### src/rtl/uwire_rx_deser_if.sv
// Bus-side handshake bundle for the 93xx read-data deserialiser.
// master = bus-decode logic, slave = deserialiser.
interface uwire_rx_deser_if #(
  parameter int DATA_W = 16
);
  logic              start;
  logic              busy;
  logic [DATA_W-1:0] rd_data;
  logic              rd_valid;
  logic              rd_ack;
  logic              overrun;
  logic              dummy_err;

  modport master (
    output start, rd_ack,
    input  busy, rd_data, rd_valid, overrun, dummy_err
  );

  modport slave (
    input  start, rd_ack,
    output busy, rd_data, rd_valid, overrun, dummy_err
  );
endinterface

### src/rtl/uwire_rx_deser.sv
// 93xx serial-EEPROM read-data deserialiser: generates SK, samples DO at
// the end of each SK high phase, assembles an MSB-first word and hands it
// to the bus side with a valid/ack handshake. All outputs are registered.
module uwire_rx_deser #(
  parameter int DATA_W    = 16,
  parameter int CLK_DIV   = 4,
  parameter int DUMMY_BIT = 1
) (
  input  logic clk,
  input  logic rst,
  input  logic sdi,
  output logic sclk,
  uwire_rx_deser_if.slave bus
);
  localparam int NB = DUMMY_BIT + DATA_W;
  localparam int CW = $clog2(NB + 1);
  localparam logic [7:0]    DIV_LAST = 8'(CLK_DIV - 1);
  localparam logic [CW-1:0] BIT_LAST = CW'(NB - 1);

  typedef enum logic [1:0] {IDLE, SK_LO, SK_HI} state_t;

  state_t            state;
  logic [7:0]        div;
  logic [CW-1:0]     bit_cnt;
  // Only DATA_W-1 bits need storage: the last bit comes straight from sdi.
  logic [DATA_W-2:0] shift;
  logic [DATA_W-1:0] word_nxt;
  logic              is_dummy;

  assign word_nxt = {shift, sdi};
  assign is_dummy = (DUMMY_BIT != 0) && (bit_cnt == '0);

  // Sequencer, shifter and bus-side handshake in one registered block.
  always_ff @(posedge clk or posedge rst) begin
    if (rst) begin
      state         <= IDLE;
      div           <= '0;
      bit_cnt       <= '0;
      shift         <= '0;
      sclk          <= 1'b0;
      bus.busy      <= 1'b0;
      bus.rd_data   <= '0;
      bus.rd_valid  <= 1'b0;
      bus.overrun   <= 1'b0;
      bus.dummy_err <= 1'b0;
    end else begin
      // Consumer ack; a completion on this same edge overrides it below.
      if (bus.rd_ack && bus.rd_valid) bus.rd_valid <= 1'b0;
      case (state)
        IDLE: begin
          if (bus.start) begin
            state         <= SK_LO;
            bus.busy      <= 1'b1;
            div           <= '0;
            bit_cnt       <= '0;
            bus.overrun   <= 1'b0;
            bus.dummy_err <= 1'b0;
          end
        end
        SK_LO: begin
          if (div == DIV_LAST) begin
            div   <= '0;
            sclk  <= 1'b1;
            state <= SK_HI;
          end else begin
            div <= div + 8'd1;
          end
        end
        SK_HI: begin
          if (div == DIV_LAST) begin
            div     <= '0;
            sclk    <= 1'b0;
            bit_cnt <= bit_cnt + CW'(1);
            // The leading dummy bit is checked but never enters the word.
            if (is_dummy) begin
              if (sdi) bus.dummy_err <= 1'b1;
            end else begin
              shift <= word_nxt[DATA_W-2:0];
            end
            if (bit_cnt == BIT_LAST) begin
              state        <= IDLE;
              bus.busy     <= 1'b0;
              bus.rd_data  <= word_nxt;
              bus.rd_valid <= 1'b1;
              if (bus.rd_valid && !bus.rd_ack) bus.overrun <= 1'b1;
            end else begin
              state <= SK_LO;
            end
          end else begin
            div <= div + 8'd1;
          end
        end
        default: state <= IDLE;
      endcase
    end
  end
endmodule

### src/flat_wrapper.sv
// flat-port wrapper written by rule: the top's interface ports become plain ports
module uwire_rx_deser_flat 
#(
  parameter int DATA_W    = 16,
  parameter int CLK_DIV   = 4,
  parameter int DUMMY_BIT = 1
)
  (clk, rst, sdi, sclk, bus_start, bus_rd_ack, bus_busy, bus_rd_data, bus_rd_valid, bus_overrun, bus_dummy_err);
  uwire_rx_deser_if #(.DATA_W(DATA_W)) bus_i ();
  input  logic clk;
  input  logic rst;
  input  logic sdi;
  output logic sclk;
  input wire logic [$bits(bus_i.start)-1:0] bus_start;
  input wire logic [$bits(bus_i.rd_ack)-1:0] bus_rd_ack;
  output wire logic [$bits(bus_i.busy)-1:0] bus_busy;
  output wire logic [$bits(bus_i.rd_data)-1:0] bus_rd_data;
  output wire logic [$bits(bus_i.rd_valid)-1:0] bus_rd_valid;
  output wire logic [$bits(bus_i.overrun)-1:0] bus_overrun;
  output wire logic [$bits(bus_i.dummy_err)-1:0] bus_dummy_err;
  assign bus_i.start = bus_start;
  assign bus_i.rd_ack = bus_rd_ack;
  assign bus_busy = bus_i.busy;
  assign bus_rd_data = bus_i.rd_data;
  assign bus_rd_valid = bus_i.rd_valid;
  assign bus_overrun = bus_i.overrun;
  assign bus_dummy_err = bus_i.dummy_err;
  uwire_rx_deser #(.DATA_W(DATA_W), .CLK_DIV(CLK_DIV), .DUMMY_BIT(DUMMY_BIT)) u_core (.clk(clk), .rst(rst), .sdi(sdi), .sclk(sclk), .bus(bus_i));
endmodule
### config.mk
export PLATFORM = sky130hd
export DESIGN_NAME = uwire_rx_deser_flat
export DESIGN_NICKNAME = d
export VERILOG_FILES = /design/src/rtl/uwire_rx_deser_if.sv /design/src/rtl/uwire_rx_deser.sv /design/src/flat_wrapper.sv
export SDC_FILE = /design/constraint.sdc
export NUM_CORES = 1
export LEC_CHECK = 0
export CAP_MARGIN = 25
export CORE_UTILIZATION = 60
export CTS_BUF_LIST = sky130_fd_sc_hd__clkbuf_8
export DETAILED_ROUTE_END_ITERATION = 10
export MAX_ROUTING_LAYER = met4
export PLACE_DENSITY = 0.84
export SYNTH_ARGS = -nofsm -noshare
export SYNTH_HDL_FRONTEND = slang
export SYNTH_SLANG_ARGS = --single-unit
### constraint.sdc
create_clock -name clk -period 2.9 [get_ports clk]
set_input_delay 0.87 -clock clk [delete_from_list [all_inputs] [get_ports clk]]
set_output_delay 0.87 -clock clk [all_outputs]
set_load 0.01 [all_outputs]
==> reports/metrics.yaml, run 1 <==
grt:
  grt_max_degree: 27
  grt_most_used_layer: "met2"
  use_met2: 0.4010
  use_met1: 0.2987
  antenna_found_initial: 0
  first_global_vias: 1540
  grt_pass1_wl_mm: 7.307
  overflow: 0
  grt_util_met3: 0.06338
  grt_usage: 0.2454
hold_path:
  hp-class: "reg2reg"
worst_setup_path:
  crit_slowest_cell: "clkdlybuf4s50_1"
  worstPathCellList: "clkdlybuf4s50_1, nor2b_1, nor4_1, nor2_1, nor4_1"
  cp.required_ns: 3.09
  reg2regPathDepth: 5
  critPathLaunchType: "input pin"
  cp.arrival_ns: 2.42
  setup.worst_path.class: "in2reg"
  crit_top_cell: "nor4_1"
  crit_end: "u_core.div[7]"
  crit_path_end_kind: "flop"
  reg2reg_slack_ns: 0.77
  regToRegStartpoint: "u_core.div[0]"
  crit_start: "bus_start"
  max_stage_delay_ns: 0.52
  r2r_end: "u_core.bus.rd_data[6]"
  cp_max_fo: 4
clocking:
  cts_tree: "built"
  cts_setup_buffers: 0
  clk_path_buf_depth: 2
  postCtsResizedCells: 0
  cts_hold_buf: 0
  path_clk_slew_ns: 0.09
  cts-htree-levels: 2
  numCtsBuffers: 5
  cts_root_buf: "clkbuf_8"
  clkSinkCount: 51
  clk_latency_ns: 0.30
sta:
  relSlewSlack: 0.6239
  fmax_ghz: 0.4488
  setup_violations: 0
  rsz0062_at_grt: "false"
  slew_violations: 0
  max_slew.worst_pin.slew_ns: 0.5582
  fin_crit_sh: 0.7684
  finalHoldViolCount: 0
  fin_skew_ns: 0.003896
  tns_ns: 0
  hold-worst-slack_ns: 0.5119
  min_period_ns: 2.228
power_and_ir_drop:
  worst_ir_drop_vdd_mv: 0.4085
  pwr-share-seq: 0.476
  p_leak_uw: 0.001292
  p_switching_uw: 507.0
  clkPwrFrac: 0.292
  cellPowerDensity_nw_per_um2: 599.1
  power_uw: 1664
  comb_power_share: 0.231
  switching_share: 0.3047
  p_int_uw: 1157
layout:
  instances_no_fill: 270
  antenna_cells: 0
  area_growth_pct: 16.78
  drive_gt1_frac: 0.2387
  num-fill-cells: 261
  nets: 233
yosys:
  synth_cell_types: 38
  synth_area_leaders: "dfrtp_1, mux2_2, mux2_4"
  synth_top_area_cell: "dfrtp_1"
  ys_seq_area_frac: 0.5366
  yosys_warnings: 0
  yosysMostFrequentCell: "dfrtp_1"
  synth_edf_count: 0
  synth_area_um2: 2379
  yosys-top-cells-count: "dfrtp_1, mux2_2, nand2_1"
  synth_flop_cell: "dfrtp_1"
  syn_inst: 191
  ys_ff_latch: 51
  synth_top_area_frac: 0.5366
  syn-num-nets: 203
  syn_area_per_cell_um2: 12.45
  async_flop_share: 1.000
floorplanning:
  die_area_um2: 4220
  ios: 26
  row_count: 22
  fp.dieH_um: 64.96
  core_um2: 3744
  die_w_um: 64.96
  initial_core_util: 0.6354
route:
  dr.pass1.iters: 4
  vias: 1577
  drt-total-wl_mm: 4.399
  drcViolationCount: 0
  viasPerCell: 5.841
  drtIter0Drc: 107
  routedWlPerCell_um: 16.29
  detail-route-antenna-nets: 0
flow_run:
  cap_violations: 0
status:
  outcome: "finished, final reports clean"
placed_design:
  portBuffers: 25
  dpl.cell_count: 262
  hpwl_mm: 3.192
  routabilityCongestion: 0.9566
stage by stage:
step	worst slack, ns	cell area (µm²)	util
2_1_floorplan	0.8005	2379	-
3_3_place_gp	0.5367	2665	0.7119
3_5_place_dp	0.3494	2665	0.7119
4_1_cts	0.6972	2778	0.7420
5_1_grt	0.5284	2778	0.7420
6_report	0.6717	2778	0.7420
cells by family after synthesis:
| kind of cell | share of synthesized area |
|---|---|
| adders and majority gates | 0.03682 |
| and+or+nand+nor | 0.1326 |
| xor gates and xnor gates | 0.01841 |
| buffers and inverters | 0.03367 |
| AOI/OAI and AO/OA | 0.07470 |
| muxes | 0.1673 |
| DFF | 0.5366 |
flip-flops by register name, summed over array words and instances (netlist names):
register              flops
u_core.bus.rd_data       16
u_core.shift             15
u_core.div                8
u_core.bit_cnt            5
u_core.state              2
u_core.bus.busy           1
u_core.bus.dummy_err      1
u_core.bus.overrun        1
u_core.bus.rd_valid       1
u_core.sclk               1
placed cells by master (no fill, tap or decap), drive strengths merged:
cell type	netlist	routed
o311ai	2	2
or3	2	2
xnor2	5	5
a21oi	5	5
o21bai	1	1
a32o	1	1
bufinv	0	1
and2	1	1
nor2	9	9
nor3	3	3
clkinv	0	2
dfrtp	51	51
and4bb	1	1
a31oi	5	5
nand4	1	1
nand3	5	5
nand2	17	17
nor3b	1	1
a21boi	1	1
nor2b	3	3
a22oi	1	1
mux2	32	32
a211oi	1	1
and3	2	2
o211ai	2	2
ha	7	7
inv	7	7
nor4	2	2
buf	3	4
nand2b	3	3
clkbuf	3	5
o21ai	8	8
and4	1	1
clkdlybuf4s50	0	25
a21o	1	1
nor4b	4	4
worst min-delay path by stage:
stage	start	endpoint	slack, ns	cells after the start
final	u_core.bus.rd_data[5]	u_core.bus.rd_data[5]	0.51	1
after global placement	u_core.sclk	u_core.sclk	0.48	1
after detailed placement	u_core.sclk	u_core.sclk	0.49	1
after global routing	u_core.sclk	u_core.sclk	0.53	1
after CTS	u_core.bus.rd_data[5]	u_core.bus.rd_data[5]	0.51	1
after floorplan	u_core.shift[14]	u_core.shift[14]	0.48	1
worst max-delay path: cells and delay by family:
| kind | cells | cell delay [ns] |
|---|---|---|
| buffers and inverters | 1 | 0.52 |
| and+or+nand+nor | 4 | 1.03 |
power by group through the flow:
stage / combinational, µW / sequential [µW] / clock [µW]
after detailed placement: 377 / 805 / 0
after floorplan: 271 / 798 / 0
final: 385 / 793 / 487
after global placement: 361 / 799 / 0
after CTS: 381 / 791 / 495
after global routing: 429 / 797 / 528
cell type report:
cell class,count,area (µm²),area share
multi-input combinational,127,1022,0.3680
timing repair buffer,29,280.3,0.1009
tap,48,60.06,0.02162
clock inverter,3,43.79,0.01577
sequential,51,1276,0.4595
inverter,7,26.28,0.009459
clock buffer,5,68.82,0.02477
metal layers:
layer / wire, µm / vias to the layer above
met5: 0 / -
met4: 48 / 0
met3: 189 / 7
met2: 2265 / 40
met1: 1895 / 793
li1: - / 737
(Power assumes the default switching activity.)
==> run 2, diff against run 1 <==
- CORE_UTILIZATION: 60 -> 52
- PLACE_DENSITY: 0.84 -> 0.77
- clock period: 2.9 -> 1.9 ns (I/O delays scaled with it)
==> reports/metrics.yaml, run 2 (same netlist as run 1, synthesis figures left out) <==
sta:
  min_period_ns: 1.826
  fin_crit_sh: 0.9611
  hold-worst-slack_ns: 0.5067
  max_slew.worst_pin.slew_ns: 0.5965
  fin_skew_ns: 0.009472
  setup_violations: 0
  finalHoldViolCount: 0
  fmax_ghz: 0.5476
  relSlewSlack: 0.5981
  rsz0062_at_grt: "false"
  slew_violations: 0
  fin_ws_ns: 0.07389
clocking:
  postCtsResizedCells: 1
  cts_tree: "built"
  path_clk_slew_ns: 0.09
  clkSinkCount: 51
  cts_hold_buf: 0
  numCtsBuffers: 5
  clk_path_buf_depth: 2
  cts_root_buf: "clkbuf_8"
  clk_latency_ns: 0.31
  cts_setup_buffers: 0
  cts-htree-levels: 2
power_and_ir_drop:
  comb_power_share: 0.278
  p_leak_uw: 0.001382
  clkPwrFrac: 0.274
  p_int_uw: 1887
  pwr-share-seq: 0.448
  worst_ir_drop_vdd_mv: 0.7646
  cellPowerDensity_nw_per_um2: 904.7
  p_switching_uw: 785.5
  switching_share: 0.2939
  power_uw: 2672
route:
  dr.pass1.iters: 4
  routedWlPerCell_um: 14.99
  viasPerCell: 5.642
  drtIter0Drc: 86
  vias: 1625
  drt-total-wl_mm: 4.316
  detail-route-antenna-nets: 0
  drcViolationCount: 0
placed_design:
  routabilityCongestion: 0.8839
  dpl_cell_area_um2: 2833
  dpl.cell_count: 281
  place_ws_ns: -0.1702
  portBuffers: 25
  hpwl_mm: 3.147
hold_path:
  hp-class: "reg2reg"
worst_setup_path:
  max_stage_delay_ns: 0.37
  cp_max_fo: 15
  crit_path_end_kind: "flop"
  cp.arrival_ns: 2.02
  worstPathCellList: "ha_1, nor4b_4, and3_4, nand2b_1, buf_12, mux2_4"
  setup.worst_path.class: "reg2reg"
  cp.required_ns: 2.09
  critPathLaunchType: "flop"
  crit_slowest_cell: "dfrtp_1"
grt:
  grt_max_degree: 21
  grt_pass1_wl_mm: 7.548
  first_global_vias: 1611
  grt_usage: 0.2025
  antenna_found_initial: 0
  overflow: 0
floorplanning:
  core_um2: 4384
  die_area_um2: 4848
  die_w_um: 69.63
  initial_core_util: 0.5425
  row_count: 24
  fp.dieH_um: 69.63
  ios: 26
layout:
  final_cell_mix: "dfrtp_1, clkdlybuf4s50_1, mux2_2"
  top_register: "u_core.bus.rd_data"
  num-fill-cells: 341
  stdcell_area_um2: 2954
  drive_gt1_frac: 0.2966
  nets: 248
  instances_no_fill: 288
  final_common_cell: "dfrtp_1"
  largest_register_ffs: 16
  top_regs: "u_core.bus.rd_data x16, u_core.shift x15, u_core.div x8"
  antenna_cells: 0
  area_growth_pct: 24.20
status:
  outcome: "finished, final reports clean"
flow_run:
  cap_violations: 0
==> run 2: cell count changes in the layout (fill, tap and decap cells not counted), sizes merged <==
cell | before | now
buf | 4 | 19
clkinvlp | 0 | 1
clkinv | 2 | 0
==> run 2: per-layer routing <==
metal | vias to the layer above | wire length [µm] | part of all wire | GRT usage
li1 | 776 | - | - | -
met1 | 813 | 2037 | 0.47 | 0.2736
met2 | 31 | 2068 | 0.48 | 0.3161
met3 | 5 | 151 | 0.035 | 0.04506
met4 | 0 | 57 | 0.013 | 0.04667
met5 | - | 0 | 0 | -
==> run 2: worst max-delay path: cells and delay by family, from the launching register on <==
kind,cells,cell delay (ns)
AND/OR/NAND/NOR,3,0.65
flip-flops,1,0.37
multiplexers,1,0.30
buffers and inverters,1,0.17
adder cells (fa/ha/maj),1,0.23
==> run 2: final cells by class <==
| class | count | area, µm² | area share |
|---|---|---|---|
| Multi-Input combinational cell | 127 | 1037 | 0.3511 |
| Inverter | 7 | 26.28 | 0.008895 |
| Clock buffer | 5 | 68.82 | 0.02330 |
| Clock inverter | 2 | 37.54 | 0.01271 |
| Timing Repair Buffer | 44 | 442.9 | 0.1499 |
| Sequential cell | 51 | 1276 | 0.4320 |
| Tap cell | 52 | 65.06 | 0.02202 |
==> run 2: power groups by stage <==
| stage | sequential (µW) | combinational [µW] | clock, µW |
|---|---|---|---|
| final | 1200 | 743 | 733 |
| after global routing | 1210 | 827 | 799 |
| after CTS | 1200 | 741 | 750 |
| after detailed placement | 1220 | 740 | 0 |
| after global placement | 1220 | 725 | 0 |
| after floorplan | 1220 | 413 | 0 |
==> run 2: final timing paths <==
| path | startpoint | endpoint | slack (ns) | cells past startpoint |
|---|---|---|---|---|
| min in group asynchronous | rst | u_core.bus.rd_data[1] | 0.58 | 2 |
| min | u_core.bus.rd_data[15] | u_core.bus.rd_data[15] | 0.51 | 1 |
| min reg2reg | u_core.bus.rd_data[15] | u_core.bus.rd_data[15] | 0.51 | 1 |
| max in group asynchronous | rst | u_core.bus.rd_data[10] | 0.89 | 3 |
| max reg2reg | u_core.div[0] | u_core.shift[8] | 0.07 | 6 |
| max | u_core.div[0] | u_core.shift[8] | 0.07 | 6 |
==> run 2: per-stage QoR <==
stage | setup TNS [ns] | util
2_1_floorplan | 0 | -
3_3_place_gp | -0.3410 | 0.6461
3_5_place_dp | -0.6769 | 0.6461
4_1_cts | 0 | 0.6718
5_1_grt | 0 | 0.6738
6_report | 0 | 0.6738
